===== src/rtl/process_scheduler.sv =====
`default_nettype none
// ============================================================================
//  Module      : process_scheduler
//  Description : Round-robin scheduler that time-shares the processor between
//                user programs held in a slot table. BIOS registers entry PCs,
//                then pulses release_req. The scheduler dispatches one slot,
//                counts its quantum, preempts at an instruction boundary on
//                expiry or HALT, saves the PC and hands control back to BIOS.
//  Revision    : 1.0 - initial release
// ----------------------------------------------------------------------------
//  Parameters
//    NUM_PROC         number of process slots (power of two, 2..16)
//    PID_W            slot id width, log2(NUM_PROC)
//  Ports
//    clk              system clock, all state updates on posedge
//    rst_n            asynchronous active-low reset
//    add_valid/add_pc register a new process at its entry PC
//    add_ready        at least one free slot exists
//    add_id           slot an accepted add will occupy (lowest free)
//    release_req      BIOSINT pulse from BIOS: start scheduling
//    quantum          slice length in cycles, 0 disables preemption
//    lock             running process holds LOCK, defers quantum preemption
//    halt             running process executed HALT (1-cycle pulse)
//    done_inst        processor is at an instruction boundary
//    cur_pc           processor PC, sampled when the slot is saved
//    dispatch         1-cycle pulse: processor loads dispatch_pc
//    dispatch_pc      PC to load, valid while dispatch=1
//    run_id           slot currently or last dispatched
//    running          a process owns the processor
//    bios_mode        BIOS owns the processor
//    quantum_used     cycles consumed in the current slice (saturating)
//  Optional (macro SCHED_STATS_EN)
//    ctx_switch_count number of slot saves, wraps at 2^32
//    halt_count       number of saves caused by HALT, wraps at 2^32
// ============================================================================
module process_scheduler #(
  parameter int NUM_PROC = 8,
  parameter int PID_W    = 3
) (
  input  logic             clk,
  input  logic             rst_n,
  input  logic             add_valid,
  input  logic [31:0]      add_pc,
  output logic             add_ready,
  output logic [PID_W-1:0] add_id,
  input  logic             release_req,
  input  logic [31:0]      quantum,
  input  logic             lock,
  input  logic             halt,
  input  logic             done_inst,
  input  logic [31:0]      cur_pc,
  output logic             dispatch,
  output logic [31:0]      dispatch_pc,
  output logic [PID_W-1:0] run_id,
  output logic             running,
  output logic             bios_mode,
`ifdef SCHED_STATS_EN
  output logic [31:0]      ctx_switch_count,
  output logic [31:0]      halt_count,
`endif
  output logic [31:0]      quantum_used
);

  typedef enum logic [2:0] {
    S_IDLE     = 3'd0,
    S_PICK     = 3'd1,
    S_DISPATCH = 3'd2,
    S_RUN      = 3'd3,
    S_DRAIN    = 3'd4,
    S_SAVE     = 3'd5
  } state_t;

  // After reset the pointer sits on the last slot so the first scan starts
  // at slot 0.
  localparam logic [PID_W-1:0] c_PTR_INIT = PID_W'(NUM_PROC - 1);

  state_t              r_state;
  state_t              w_next;

  logic [NUM_PROC-1:0] r_valid;
  logic [31:0]         r_saved_pc [NUM_PROC];
  logic [PID_W-1:0]    r_rr_ptr;
  logic [PID_W-1:0]    r_run_id;
  logic                r_halt_lat;
  logic [31:0]         r_quantum_used;

  logic [PID_W-1:0]    w_add_id;
  logic                w_add_fire;
  logic [PID_W-1:0]    w_pick_id;
  logic                w_pick_found;
  logic [PID_W-1:0]    w_scan_idx;
  logic                w_expired;
  logic                w_run_exit;
  logic                w_halt_seen;

  // --------------------------------------------------------------------------
  // Free-slot search: lowest index whose valid bit is clear. Computed from
  // the registered valid vector, so a slot being cleared by SAVE this cycle
  // is not offered to an add until the following cycle.
  // --------------------------------------------------------------------------
  always_comb begin
    w_add_id = '0;
    for (int i = NUM_PROC - 1; i >= 0; i--) begin
      if (!r_valid[i]) begin
        w_add_id = PID_W'(i);
      end
    end
  end

  assign add_ready  = ~(&r_valid);
  assign add_id     = w_add_id;
  assign w_add_fire = add_valid & add_ready;

  // --------------------------------------------------------------------------
  // Round-robin pick: scan rr_ptr+1, rr_ptr+2, ... with natural wrap of the
  // PID_W-bit sum. Iterating from the far end down lets the nearest valid
  // slot overwrite any farther candidate.
  // --------------------------------------------------------------------------
  always_comb begin
    w_pick_id    = '0;
    w_pick_found = 1'b0;
    w_scan_idx   = '0;
    for (int i = NUM_PROC; i >= 1; i--) begin
      w_scan_idx = r_rr_ptr + PID_W'(i);
      if (r_valid[w_scan_idx]) begin
        w_pick_id    = w_scan_idx;
        w_pick_found = 1'b1;
      end
    end
  end

  // Lock only stretches the slice; halt always ends it.
  assign w_expired   = (quantum != 32'd0) && (r_quantum_used >= quantum);
  assign w_run_exit  = halt | (w_expired & ~lock);
  assign w_halt_seen = halt && ((r_state == S_RUN) || (r_state == S_DRAIN));

  // --------------------------------------------------------------------------
  // FSM state register
  // --------------------------------------------------------------------------
  always_ff @(posedge clk or negedge rst_n) begin
    if (!rst_n) begin
      r_state <= S_IDLE;
    end else begin
      r_state <= w_next;
    end
  end

  // --------------------------------------------------------------------------
  // FSM next state and outputs
  // --------------------------------------------------------------------------
  always_comb begin
    w_next      = r_state;
    dispatch    = 1'b0;
    dispatch_pc = 32'd0;
    running     = 1'b0;
    bios_mode   = 1'b0;
    case (r_state)
      S_IDLE: begin
        bios_mode = 1'b1;
        if (release_req && (|r_valid)) begin
          w_next = S_PICK;
        end
      end
      S_PICK: begin
        bios_mode = 1'b1;
        w_next    = w_pick_found ? S_DISPATCH : S_IDLE;
      end
      S_DISPATCH: begin
        // run_id already holds the picked slot.
        dispatch    = 1'b1;
        dispatch_pc = r_saved_pc[r_run_id];
        w_next      = S_RUN;
      end
      S_RUN: begin
        running = 1'b1;
        if (w_run_exit) begin
          w_next = S_DRAIN;
        end
      end
      S_DRAIN: begin
        running = 1'b1;
        if (done_inst) begin
          w_next = S_SAVE;
        end
      end
      S_SAVE: begin
        running = 1'b1;
        w_next  = S_IDLE;
      end
      default: begin
        bios_mode = 1'b1;
        w_next    = S_IDLE;
      end
    endcase
  end

  // --------------------------------------------------------------------------
  // Slot table, pointer, halt latch and slice counter
  // --------------------------------------------------------------------------
  always_ff @(posedge clk or negedge rst_n) begin
    if (!rst_n) begin
      r_valid        <= '0;
      r_rr_ptr       <= c_PTR_INIT;
      r_run_id       <= '0;
      r_halt_lat     <= 1'b0;
      r_quantum_used <= 32'd0;
      for (int i = 0; i < NUM_PROC; i++) begin
        r_saved_pc[i] <= 32'd0;
      end
    end else begin
      // An add never targets the slot being saved: run_id is valid, add_id
      // is not.
      if (w_add_fire) begin
        r_valid[w_add_id]    <= 1'b1;
        r_saved_pc[w_add_id] <= add_pc;
      end

      if (r_state == S_SAVE) begin
        if (r_halt_lat) begin
          r_valid[r_run_id] <= 1'b0;
        end else begin
          r_saved_pc[r_run_id] <= cur_pc;
        end
        r_rr_ptr <= r_run_id;
      end

      if (r_state == S_SAVE) begin
        r_halt_lat <= 1'b0;
      end else if (w_halt_seen) begin
        r_halt_lat <= 1'b1;
      end

      if ((r_state == S_PICK) && w_pick_found) begin
        r_run_id <= w_pick_id;
      end

      case (r_state)
        S_PICK: begin
          if (w_pick_found) begin
            r_quantum_used <= 32'd0;
          end
        end
        S_DISPATCH: begin
          r_quantum_used <= 32'd0;
        end
        S_RUN, S_DRAIN: begin
          if (r_quantum_used != 32'hFFFF_FFFF) begin
            r_quantum_used <= r_quantum_used + 32'd1;
          end
        end
        default: begin
          r_quantum_used <= r_quantum_used;
        end
      endcase
    end
  end

  assign run_id       = r_run_id;
  assign quantum_used = r_quantum_used;

`ifdef SCHED_STATS_EN
  // --------------------------------------------------------------------------
  // Statistics counters, free-running with natural 32-bit wrap
  // --------------------------------------------------------------------------
  logic [31:0] r_ctx_switch_count;
  logic [31:0] r_halt_count;

  always_ff @(posedge clk or negedge rst_n) begin
    if (!rst_n) begin
      r_ctx_switch_count <= 32'd0;
      r_halt_count       <= 32'd0;
    end else if (r_state == S_SAVE) begin
      r_ctx_switch_count <= r_ctx_switch_count + 32'd1;
      if (r_halt_lat) begin
        r_halt_count <= r_halt_count + 32'd1;
      end
    end
  end

  assign ctx_switch_count = r_ctx_switch_count;
  assign halt_count       = r_halt_count;
`endif

endmodule
`default_nettype wire


===== config.mk =====
export PLATFORM = sky130hd
export DESIGN_NAME = process_scheduler
export DESIGN_NICKNAME = d
export VERILOG_FILES = /design/src/rtl/process_scheduler.sv
export SDC_FILE = /design/constraint.sdc
export NUM_CORES = 1
export LEC_CHECK = 0
export CORE_MARGIN = 3
export CORE_UTILIZATION = 49
export CTS_CLUSTER_DIAMETER = 50
export DETAILED_ROUTE_END_ITERATION = 12
export DONT_BUFFER_PORTS = 1
export PLACE_DENSITY = 0.66
export SLEW_MARGIN = 20
export SYNTH_ARGS = -nofsm -noshare
export SYNTH_HDL_FRONTEND = slang
export SYNTH_SLANG_ARGS = --single-unit

===== constraint.sdc =====
create_clock -name clk -period 3 [get_ports clk]
set_input_delay 0.45 -clock clk [delete_from_list [all_inputs] [get_ports clk]]
set_output_delay 0.45 -clock clk [all_outputs]
set_load 0.01 [all_outputs]

==> results.yml <==
placed_design:
  numPortBuffers: 0
  globalplace.congestion: 0.8715
  placement.cell_area_um2: 18580
  detailedPlacementHpwl_um: 33860
sta:
  fin_hold_ws_ns: -0.3820
  finalCritPeriodShare_pct: 98.44
  setup-tns-final_ns: 0
  fin_crit_ns: 2.953
  fin_skew_ns: 0.02063
  tightestPinTransition_ns: 0.8498
  count_of_final_max_slew_check_failures: 0
  unrepaired_setup_endpoints_after_global_routing: "false"
  hold_viol: 303
  setup_failing_eps_final: 0
  timing.max_slew.rel_slack_pct: 43.35
  timing.fmax_ghz: 0.3386
yosys:
  post_synth_simple_gate_area_pct: 14.45
  syn_area_um2: 18160
  synth_seq_cells: 306
  synth_top_family_by_area: "compound AO/OA/AOI/OAI gates"
  synthesized_area_fraction_occupied_by_ao_oa_aoi_and_oai_cells_pct: 20.25
  yosys.area_share.adder_pct: 2.412
  synth_warnings: 0
  parity_gate_share_of_the_synthesized_area_counting_xor_and_xnor_cells_pct: 1.447
  ys_seq_area_share_pct: 42.19
  async_set_or_reset_flop_fraction_in_the_synthesized_netlist_pct: 100.0
  synth.mux.area_fraction_pct: 12.56
  synth_flop_cell: "sky130_fd_sc_hd__dfrtp_1"
  synth_edf_count: 0
  distinct_cells_synth: 79
  synth_area_per_cell_um2: 9.129
  syn_inst: 1989
  postSynthNetCount: 2127
drt:
  overall_via_count_from_detail_route: 15501
  vias_per_std_cell: 6.456
  ant_nets: 0
  drt-pass1-iter-count: 5
  detail_route.wirelength_um: 57220
  drt_drc_violations_left: 0
  detail_route.wl_per_cell_um: 23.83
  first_iter_violations: 1414
power:
  fin_total_pwr_mw: 19.64
  power_density_nw_per_um2: 976.9
  irDropWorstVdd_v: 0.0007521
  power.static_leakage_nw: 8.881
finish:
  layout-drive-gt1-share_pct: 12.47
  register_area_um2: 7664
  antenna_cells: 0
  layout_common_cells: "sky130_fd_sc_hd__dfrtp_1, sky130_fd_sc_hd__nor2_1, sky130_fd_sc_hd__mux2i_1, sky130_fd_sc_hd__o21ai_0, sky130_fd_sc_hd__nand2_1"
  multi_input_area_um2: 9394
  finish.net_count: 2048
  fillCellCount: 3166
  finalInstanceArea_um2: 20100
  most_common_cell_after_layout_fill_and_taps_aside: "sky130_fd_sc_hd__dfrtp_1"
  areaGrowthSynthToFinish_pct: 10.71
clock_network:
  ctsLongestPathBuffers: 3
  cts_hold_buf: 10
  cts_tree: "yes"
  tritoncts.num_buffers: 40
  htree_levels: 2
  insertion_delay_ns: 0.56
  clockRootBuffer: "sky130_fd_sc_hd__clkbuf_16"
  clk_pin_slew_ns: 0.05
  cts_setup_buffers: 0
  cts.sink_count: 306
run:
  drv_cap: 0
floorplanning:
  dieWidth_um: 198.5
  core_area_um2: 36090
  initial_core_util_pct: 50.32
  fp-row-count: 69
  design.die.area_um2: 39400
  io_pins: 177
  chipHeight_um: 198.5
worst_setup_path:
  timing.critical_path.fanout_max: 34
  critical_path_required_ns: 2.55
  worst-setup-path-type: "flop to primary output"
  end_kind: "primary output"
  crit_path_start_kind: "flop"
  worst_ep_arrival_time_ns: 2.50
global_routing:
  first_pass_grt_wire_length_um: 88640
  groute.layer.met3.usage_pct: 5.759
  grt_util_all_layers_pct: 28.41
  grt_max_degree: 307
  globalRouteMet2Util_pct: 46.17
  vias_in_the_first_global_route: 15285
  initial_antenna_violation_count: 0
  grt_overflow_total: 0
  globalRouteMet1Util_pct: 38.83
  global_route.peak_usage_layer: "met2"
worst_hold_path:
  hp-class: "input port to asynchronous set/reset pin"
run_status:
  status: "complete, but fails checks"
  violations: "hold timing"
## cells in the mapped netlist, types with 10 or more instances
library cell,instances,share of area [%]
sky130_fd_sc_hd__buf_6,11,0.68
sky130_fd_sc_hd__nand3_1,80,2.2
sky130_fd_sc_hd__o21ai_0,168,4.6
sky130_fd_sc_hd__buf_2,70,1.9
sky130_fd_sc_hd__buf_1,10,0.21
sky130_fd_sc_hd__dfrtp_1,303,42
sky130_fd_sc_hd__nor4_1,15,0.52
sky130_fd_sc_hd__xnor2_1,29,1.4
sky130_fd_sc_hd__a22o_1,32,1.5
sky130_fd_sc_hd__nand2_1,142,2.9
sky130_fd_sc_hd__a21o_1,11,0.45
sky130_fd_sc_hd__nor2_1,211,4.4
sky130_fd_sc_hd__nand4_1,16,0.55
sky130_fd_sc_hd__nor3_1,16,0.44
sky130_fd_sc_hd__nor3_2,10,0.55
sky130_fd_sc_hd__clkbuf_1,122,2.5
sky130_fd_sc_hd__a31oi_1,102,3.5
sky130_fd_sc_hd__a221oi_1,35,1.7
sky130_fd_sc_hd__a21oi_1,123,3.4
sky130_fd_sc_hd__mux2i_1,202,11
sky130_fd_sc_hd__ha_1,35,2.4
sky130_fd_sc_hd__inv_1,47,0.97
sky130_fd_sc_hd__a22oi_1,66,2.7
## timing repair
action / in CTS / in global routing
endpoints found under the hold margin: 320 / 303
resized for setup: 2 / 7
pin swaps: 0 / 2
setup endpoints to repair: 5 / 6
cloned: 0 / 0
## area by class of cell
| class | count | area share (%) |
|---|---|---|
| inverters | 50 | 0.9461 |
| repair buffers | 98 | 4.469 |
| clock inverters | 23 | 1.407 |
| multi-input cells | 1414 | 46.73 |
| flip-flops and latches | 306 | 38.12 |
| clock buffers | 49 | 5.452 |
| well taps | 461 | 2.869 |
## layer usage
layer	wire, µm	vias up	share of wire, %
met5	0	-	0
met4	1444	0	2.5
met3	5144	108	9.0
met2	26650	698	47
met1	23980	7693	42
li1	-	7002	-
## registers in the layout, summed over array words and instances (netlist names)
signal,cells
r_halt_lat,1
r_rr_ptr,3
r_saved_pc,256
r_valid,8
quantum_used,32
r_state,3
run_id,3
## kinds of logic after synthesis
logic type | Yosys count
mux | 216
flops | 306
buf+inv | 269
simple gates | 552
xor+xnor | 30
fa+ha+maj | 35
compound gates | 581
## critical path, cell delays in order (launching register included)
cell	delay [ns]
sky130_fd_sc_hd__dfrtp_1	0.44
sky130_fd_sc_hd__buf_4	0.21
sky130_fd_sc_hd__and3b_2	0.23
sky130_fd_sc_hd__buf_12	0.20
sky130_fd_sc_hd__a22o_1	0.28
sky130_fd_sc_hd__a221oi_1	0.24
sky130_fd_sc_hd__a31oi_1	0.16
sky130_fd_sc_hd__buf_4	0.19
## metrics by stage
| step | setup slack [ns] | instances | utilization, % |
|---|---|---|---|
| final | 0.04682 | 2401 | 55.70 |
| after global routing | 0.00006262 | 2401 | 55.70 |
| after CTS | 0.03768 | 2401 | 55.61 |
| after detailed placement | 0.3398 | 2319 | 51.49 |
| after global placement | 0.4002 | 2319 | 51.49 |
| after floorplan | 0.1313 | 1989 | - |
## where the power goes
part	switching, mW	internal (mW)
clock network	2.00	3.00
registers	1.18	5.96
logic	4.48	3.02
total	7.66	12.0
## worst paths after layout
check	start	endpoint	slack, ns	cells past startpoint
worst max-delay path	run_id[2]$_DFFE_PN0P_	dispatch_pc[30]	0.05	7
worst min register to register	r_saved_pc[224]$_DFF_PN0_	r_saved_pc[224]$_DFF_PN0_	0.56	2
worst max register to register	r_valid[5]$_DFF_PN0_	r_saved_pc[61]$_DFF_PN0_	0.32	6
min in group clk	cur_pc[1]	r_saved_pc[129]$_DFF_PN0_	0.01	2
max in group asynchronous	rst_n	r_saved_pc[218]$_DFF_PN0_	2.78	0
worst min-delay path	rst_n	quantum_used[23]$_DFFE_PN0P_	-0.38	0
No activity file was read; power rests on OpenSTA's default activity.
